[config.mk]
export PLATFORM = sky130hd
export DESIGN_NAME = vector_scalar_reduce_unit
export DESIGN_NICKNAME = d
export VERILOG_FILES = /design/src/rtl/vector_scalar_reduce_unit_pkg.sv /design/src/rtl/vsru_chain_accumulator.sv /design/src/rtl/vector_scalar_reduce_unit.sv
export SDC_FILE = /design/constraint.sdc
export NUM_CORES = 2
export LEC_CHECK = 0
export CORE_MARGIN = 5
export CORE_UTILIZATION = 35
export DETAILED_ROUTE_END_ITERATION = 8
export PLACE_DENSITY = 0.56
export SYNTH_ARGS = -nofsm -noshare
export SYNTH_HDL_FRONTEND = slang
export SYNTH_HIERARCHICAL = 1
export SYNTH_SLANG_ARGS = --single-unit
[constraint.sdc]
create_clock -name clk -period 9.57 [get_ports clk]
set_clock_uncertainty 0.15 [all_clocks]
set_input_delay 1.4355 -clock clk [delete_from_list [all_inputs] [get_ports clk]]
set_output_delay 1.4355 -clock clk [all_outputs]
set_load 0.02 [all_outputs]
[src/rtl/vector_scalar_reduce_unit_pkg.sv]
// Shared types and constants for the vector scalar/reduce stage.
package vector_scalar_reduce_unit_pkg;

    localparam int N_LANES  = 8;
    localparam int DATA_W   = 32;
    localparam int N_CHAINS = 4;

    localparam logic [7:0] OP_BYPASS = 8'd0;
    localparam logic [7:0] OP_SUM    = 8'd1;
    localparam logic [7:0] OP_ACC    = 8'd2;

    typedef logic [N_LANES-1:0][DATA_W-1:0] lane_vec_t;

    function automatic int chain_w(input int n);
        return (n > 1) ? $clog2(n) : 1;
    endfunction

endpackage

[src/rtl/vsru_chain_accumulator.sv]
// Per-chain lane accumulators; sum is acc[chain] + vec, written back on acc_en.
module vsru_chain_accumulator #(
    parameter int N          = 8,
    parameter int DATA_WIDTH = 32,
    parameter int MAX_CHAINS = 4,
    parameter int CW         = 2
) (
    input  logic                           clk,
    input  logic                           reset,
    input  logic                           acc_en,
    input  logic                           clr,
    input  logic [CW-1:0]                  chain,
    input  logic [N-1:0][DATA_WIDTH-1:0]   vec,
    output logic [N-1:0][DATA_WIDTH-1:0]   sum
);

    logic [N-1:0][DATA_WIDTH-1:0] acc_q [MAX_CHAINS];
    logic [N-1:0][DATA_WIDTH-1:0] acc_d [MAX_CHAINS];

    // Reading acc_q here sees the previous cycle's write, so back-to-back
    // vectors on one chain chain together without a separate bypass path.
    always_comb begin
        for (int k = 0; k < N; k++) begin
            sum[k] = acc_q[chain][k] + vec[k];
        end
    end

    always_comb begin
        acc_d = acc_q;
        if (acc_en) begin
            acc_d[chain] = clr ? '0 : sum;
        end
    end

    always_ff @(posedge clk) begin
        if (reset) begin
            for (int c = 0; c < MAX_CHAINS; c++) begin
                acc_q[c] <= '0;
            end
        end else begin
            acc_q <= acc_d;
        end
    end

endmodule

[src/rtl/vector_scalar_reduce_unit.sv]
// Two-stage vector stage: per-chain bypass, lane sum, or frame accumulate.
module vector_scalar_reduce_unit
    import vector_scalar_reduce_unit_pkg::*;
#(
    parameter int                          N                   = N_LANES,
    parameter int                          DATA_WIDTH          = DATA_W,
    parameter int                          MAX_CHAINS          = N_CHAINS,
    parameter logic [7:0]                  PERSONAL_CONFIG_ID  = 8'd1,
    parameter logic [MAX_CHAINS-1:0][7:0]  INITIAL_FIRMWARE_OP = '0,
    localparam int                         CW = chain_w(MAX_CHAINS)
) (
    input  logic                         clk,
    input  logic                         reset,
    input  logic                         tracing,
    input  logic                         valid_in,
    input  logic                         eof_in,
    input  logic [CW-1:0]                chainId_in,
    input  logic [7:0]                   configId,
    input  logic [7:0]                   configData,
    input  logic [N-1:0][DATA_WIDTH-1:0] vector_in,
    output logic [N-1:0][DATA_WIDTH-1:0] vector_out,
    output logic [CW-1:0]                chainId_out,
    output logic                         valid_out,
    output logic                         eof_out
);

    logic [MAX_CHAINS-1:0][7:0]   fw_q, fw_d;
    logic [CW-1:0]                ptr_q, ptr_d;

    logic                         s1_valid_q, s1_valid_d;
    logic                         s1_eof_q, s1_eof_d;
    logic [CW-1:0]                s1_chain_q, s1_chain_d;
    logic [7:0]                   s1_op_q, s1_op_d;
    logic [N-1:0][DATA_WIDTH-1:0] s1_vec_q, s1_vec_d;

    logic [N-1:0][DATA_WIDTH-1:0] vec_out_q, vec_out_d;
    logic [CW-1:0]                chain_out_q, chain_out_d;
    logic                         valid_out_q, valid_out_d;
    logic                         eof_out_q, eof_out_d;

    logic                         fire;
    logic                         is_sum;
    logic                         is_acc;
    logic                         acc_en;
    logic                         acc_clr;
    logic [DATA_WIDTH-1:0]        lane_sum;
    logic [N-1:0][DATA_WIDTH-1:0] acc_sum;

    // Stage 1 looks up fw_q before this cycle's config write lands.
    always_comb begin
        fw_d  = fw_q;
        ptr_d = ptr_q;
        if (configId == PERSONAL_CONFIG_ID) begin
            fw_d[ptr_q] = configData;
            ptr_d = (ptr_q == CW'(MAX_CHAINS - 1)) ? '0 : ptr_q + CW'(1);
        end
    end

    always_comb begin
        s1_valid_d = tracing & valid_in;
        s1_eof_d   = eof_in;
        s1_chain_d = chainId_in;
        s1_op_d    = fw_q[chainId_in];
        s1_vec_d   = vector_in;
    end

    always_comb begin
        lane_sum = '0;
        for (int k = 0; k < N; k++) begin
            lane_sum = lane_sum + s1_vec_q[k];
        end
    end

    vsru_chain_accumulator #(
        .N          (N),
        .DATA_WIDTH (DATA_WIDTH),
        .MAX_CHAINS (MAX_CHAINS),
        .CW         (CW)
    ) u_acc (
        .clk    (clk),
        .reset  (reset),
        .acc_en (acc_en),
        .clr    (acc_clr),
        .chain  (s1_chain_q),
        .vec    (s1_vec_q),
        .sum    (acc_sum)
    );

    always_comb begin
        fire        = tracing & s1_valid_q;
        is_sum      = (s1_op_q == OP_SUM);
        is_acc      = (s1_op_q == OP_ACC);
        vec_out_d   = vec_out_q;
        chain_out_d = chain_out_q;
        valid_out_d = 1'b0;
        eof_out_d   = 1'b0;
        acc_en      = 1'b0;
        acc_clr     = 1'b0;
        if (fire) begin
            unique case (1'b1)
                is_acc: begin
                    acc_en  = 1'b1;
                    acc_clr = s1_eof_q;
                    if (s1_eof_q) begin
                        valid_out_d = 1'b1;
                        eof_out_d   = 1'b1;
                        chain_out_d = s1_chain_q;
                        vec_out_d   = acc_sum;
                    end
                end
                is_sum: begin
                    valid_out_d  = 1'b1;
                    eof_out_d    = s1_eof_q;
                    chain_out_d  = s1_chain_q;
                    vec_out_d    = '0;
                    vec_out_d[0] = lane_sum;
                end
                default: begin
                    valid_out_d = 1'b1;
                    eof_out_d   = s1_eof_q;
                    chain_out_d = s1_chain_q;
                    vec_out_d   = s1_vec_q;
                end
            endcase
        end
    end

    always_ff @(posedge clk) begin
        if (reset) begin
            fw_q        <= INITIAL_FIRMWARE_OP;
            ptr_q       <= '0;
            s1_valid_q  <= 1'b0;
            s1_eof_q    <= 1'b0;
            s1_chain_q  <= '0;
            s1_op_q     <= OP_BYPASS;
            s1_vec_q    <= '0;
            vec_out_q   <= '0;
            chain_out_q <= '0;
            valid_out_q <= 1'b0;
            eof_out_q   <= 1'b0;
        end else begin
            fw_q        <= fw_d;
            ptr_q       <= ptr_d;
            s1_valid_q  <= s1_valid_d;
            s1_eof_q    <= s1_eof_d;
            s1_chain_q  <= s1_chain_d;
            s1_op_q     <= s1_op_d;
            s1_vec_q    <= s1_vec_d;
            vec_out_q   <= vec_out_d;
            chain_out_q <= chain_out_d;
            valid_out_q <= valid_out_d;
            eof_out_q   <= eof_out_d;
        end
    end

    assign vector_out  = vec_out_q;
    assign chainId_out = chain_out_q;
    assign valid_out   = valid_out_q;
    assign eof_out     = eof_out_q;

endmodule

# After elaboration in Yosys (flattened, before gate mapping)
# Index checks and enable logic that the tools add are counted.
[word_totals] regBits=1586 elab_cells=118
[op_classes] addsub=16 magnitude_cmp=5 n_eq_ne=5 n_mux=24 n_bitwise=4 reduce_logical=4
[op_table] op="$mux W256" n=5
[op_table] op="$bwmux W1024" n=1
[op_table] op="$bmux W256 S2" n=1
[op_table] op="$demux W256 S2" n=1
[op_table] op="$pmux W256 S2" n=1
[op_table] op="$add A32 B32 Y32" n=15
[op_table] op="$bwmux W32" n=1
[op_table] op="$bmux W8 S2" n=1
[op_table] op="$demux W8 S2" n=1
[op_table] op="$eq A8 B1 Y1 const B" n=2
[op_table] op="$mux W8" n=2
[op_table] op="$eq A8 B2 Y1 const B" n=1
[op_table] op="$mux W1" n=7
[op_table] op="$lt A2 B3 Y1 const B" n=2
[op_table] op="$mux W2" n=3
[op_table] op="$ge A3 B3 Y1 const B" n=1
[op_table] op="$lt A3 B1 Y1 const B" n=1
[op_table] op="$not A2 Y3" n=1
[op_table] op="$add A2 B1 Y2 const B" n=1
[op_table] op="$and A1 B1 Y1" n=2
[op_table] op="$eq A2 B2 Y1 const B" n=1
[op_table] op="$ge A2 B1 Y1 const B" n=1
[op_table] op="$logic_and A1 B1 Y1" n=2
[op_table] op="$ne A2 B2 Y1 const B" n=1
[op_table] op="other kinds (3)" n=3

# Logic depth before layout (Yosys ltp)
[depth] depth_word=8 depth_mapped=20

# Cells and area by module
# The synthesis kept the hierarchy.
[by_module_without_submodules] mod="vsru_chain_accumulator" n_inst=1 cells_each=5801 area_each_um2=52859.4 seq_area_each_um2=20499.7
[by_module_without_submodules] mod="vector_scalar_reduce_unit" n_inst=1 cells_each=2799 area_each_um2=26248.9 seq_area_each_um2=11250.8

# Worst setup path after synthesis
# Ideal clock, no wire load.
[synth_path] kind="register to register" from="register s1_chain_q[1]" to="register vec_out_q (netlist bit vector_out[60])" setup_time_ps=132 t_arrival_ps=4979 required_time_ps=9288 path_slack_ps=4309 path_stages_with_launch=19 n_path_buf=4 cell_sequence="dfxtp_1 -> buf_2 -> buf_1 -> clkbuf_1 -> buf_1 -> mux4_2 -> ha_1 -> fa_1 -> a21oi_1 -> o21ai_0 -> a211oi_1 -> o31a_1 -> o31ai_1 -> a21bo_2 -> a221oi_1 -> xor2_1 -> inv_1 -> a221oi_1 -> nor3_1"
[synth_lines] item="start, declared" line="vector_scalar_reduce_unit.sv:32" source="logic [CW-1:0] s1_chain_q, s1_chain_d;"
[synth_lines] item="start signal, assigned" line="vector_scalar_reduce_unit.sv:146" source="s1_chain_q <= s1_chain_d;"
[synth_lines] item="end signal, assigned" line="vector_scalar_reduce_unit.sv:149" source="vec_out_q <= vec_out_d;"
[synth_lines] item="end, declared" line="vector_scalar_reduce_unit.sv:36" source="logic [N-1:0][DATA_WIDTH-1:0] vec_out_q, vec_out_d;"

==> impl_metrics.tcl <==
set metrics [dict create \
    cts_tree "built" \
    fmax_mhz 164 \
    drive_above_1_share_pct 7.92 \
    place.gp.congestion 0.955 \
    drc 0 \
    min_period_over_period_pct 63.7 \
    clk_latency_ps 870 \
    syn_nets 9354 \
    whs_ps 300 \
    stdcell_count 11935 \
    synth.ff_latch_count 1586 \
    drtIter0Drc 7115 \
    hpwl_mm 211 \
    antenna_found_initial 11 \
    min_period_ps 6090 \
    critPathCaptureType "flop" \
    cp-start-kind "flop" \
    hold_path_class "flop to flop" \
    setup_tns_ps 0 \
    final_cell_mix "1,584 x dfxtp_1, 1,150 x nand2_1, 725 x a21oi_1, 537 x clkdlybuf4s50_1, 534 x nor2_1" \
    rows 174 \
    cts.htree.levels 4 \
    synth_top_area_cell "dfxtp_1" \
    avgViaCountPerCell 5.69 \
    relSlewSlack_pct 11.2 \
    layout_commonest_cell "dfxtp_1" \
    syn_area_mm2 0.0791 \
    ctsHoldBuffers 0 \
    initial_core_util_pct 35.2 \
    hold_viol 0 \
    grt_max_degree 148 \
    utilization_pct 41.4 \
    drv_slew 0 \
    synthArstFlopShare_pct 0 \
    wire_per_inst_um 25.9 \
    seqPwrFrac_pct 40.0 \
    synth.distinct_cells 95 \
    pwr_density_cell_mw_per_mm2 184 \
    tightest_slew_ps 1330 \
    critical_path_class "flop to flop" \
    grtUsageTotal_pct 25.2 \
    clockPowerShare_pct 42.1 \
    die_height_um 485 \
    status "finished, final reports clean" \
    synthCells 8600 \
    finalInstanceArea_mm2 0.0930 \
    yosysSeqAreaShare_pct 40.1 \
    numCtsBuffers 176 \
    core-area_mm2 0.225 \
    pwr-share-comb_pct 17.9 \
    ir_worst_vdd_v 0.000146 \
    vias 67961 \
    routed_wl_mm 310 \
    cts_root_buf "clkbuf_16" \
    cp_max_fo 100 \
    die_area_mm2 0.236 \
    postCtsSetupRepairBufs 0 \
    overflow 0 \
    dp_cells 11598 \
    swShare_pct 29.5 \
    arrival_ps 6620 \
    leakage_nw 36.0 \
    grt_pass1_wl_mm 449 \
    clock-sinks 1586 \
    ys.warnings.count 6 \
    ctsLongestPathBuffers 3 \
    post_synth.cell_area_avg_um2 9.20 \
    synth_area_leaders "dfxtp_1 40%, mux4_2 7.5%, nand2_1 5.5%" \
    synth_ff_type "dfxtp_1" \
    power.switching_mw 5.06 \
    synthToLayoutAreaGrowth_pct 17.6 \
    finalSetupViolations 0 \
    drv_cap 0 \
    first_pass_iters 6 \
    rsz0062_at_grt "no" \
    filler_cell_count 21942 \
    die_w_um 485 \
    port_buffers 538 \
    internal-power_mw 12.1 \
    ant_nets 0 \
    final_nets 9538 \
    cp.required_ps 10100 \
    synth_edf_count 0 \
    synth.top_cell.area_share_pct 40.1 \
    cts_resized 0 \
    post_dp_cell_area_mm2 0.0868 \
    grt_pass1_vias 65993 \
    path_clk_slew_ps 60 \
    ios 539 \
]
==> cell families (layout without fill, tap and decap cells) <==
family,after synthesis,after routing,synth area share (%)
other,0,9,0
multiplexers,278,278,7.69
adder cells (fa/ha/maj),475,475,9.33
buffers and inverters,1136,1470,5.51
AND/OR/NAND/NOR,2641,2641,15.1
XOR/XNOR,262,262,2.93
AO/OA/AOI/OAI,2222,2222,19.3
flip-flops,1586,1586,40.1
==> path summary, 6_finish.rpt <==
check                        start                to  slack [ps]  cells after the start
setup reg to reg     s1_chain_q[0]    vector_out[29]        3480                     15
hold reg to reg   u_acc/acc_q[550]  u_acc/acc_q[550]         300                      2
hold / removal    u_acc/acc_q[550]  u_acc/acc_q[550]         300                      2
setup / recovery     s1_chain_q[0]    vector_out[29]        3480                     15
==> area by class of cell <==
cell class | count | area (um^2) | share of cell area, %
well taps | 2992 | 3740 | 4.02
diodes | 9 | 22.5 | 0.0242
flip-flops and latches | 1586 | 31800 | 34.1
clock buffers | 252 | 5150 | 5.54
clock inverters | 76 | 1050 | 1.13
inverters | 524 | 1970 | 2.11
repair buffers | 618 | 6190 | 6.66
multi-input cells | 5878 | 43100 | 46.4
==> power groups by stage <==
stage / clock network, mW / registers (mW) / logic [mW]
global route: 7.60 / 6.86 / 3.38
detailed placement: 0 / 7.00 / 3.05
CTS: 7.33 / 6.86 / 3.08
global placement: 0 / 7.00 / 3.04
finish: 7.21 / 6.86 / 3.08
floorplan: 0 / 6.95 / 2.01
==> registers in the layout, summed over array words and instances, names as in the netlist <==
name         flops
eof_out          1
u_acc/acc_q   1024
s1_op_q          8
vector_out     256
s1_chain_q       2
s1_eof_q         1
s1_valid_q       1
s1_vec_q       256
ptr_q            2
valid_out        1
fw_q            32
chainId_out      2
==> per-stage QoR <==
step | setup WS [ps] | power [mW]
floorplan | 4310 | 8.95
global placement | 3630 | 10.0
detailed placement | 3560 | 10.1
CTS | 3540 | 17.3
global route | 3100 | 17.8
finish | 3480 | 17.1
==> critical path, cell delays in order, from the launching register on <==
cell       delay (ps)
dfxtp_4           730
buf_12            580
buf_4             560
mux4_2            420
ha_1              370
a21o_1            200
a2111oi_0         410
nand3_1           290
a2111oi_0         800
o21ai_0           270
nand3_1           140
o31a_1            230
nand2_1            80
a221oi_1          290
or3_1             160
o41ai_2            60
==> layer usage <==
metal / global-route usage, % / up-vias / part of all wire [%]
met5: 0 / - / 0.0078
met4: 13.3 / 4 / 5.8
met3: 4.90 / 597 / 8.3
met2: 38.0 / 3240 / 43
met1: 34.2 / 33474 / 43
li1: - / 30646 / -
==> cell usage after synthesis (49+ instances only) <==
cell / n
dfxtp_1: 1586
nand2_1: 1150
a21oi_1: 725
clkbuf_1: 552
nor2_1: 545
inv_1: 524
a22o_1: 397
nor2b_1: 382
ha_1: 284
o21ai_0: 265
mux4_2: 264
nor3_1: 253
a221oi_1: 241
fa_1: 191
a21o_1: 160
xnor2_1: 159
xor2_1: 101
nand3_1: 97
o21bai_1: 53
nand4_1: 50
a22oi_1: 49
No activity file was read; power rests on OpenSTA's default activity.
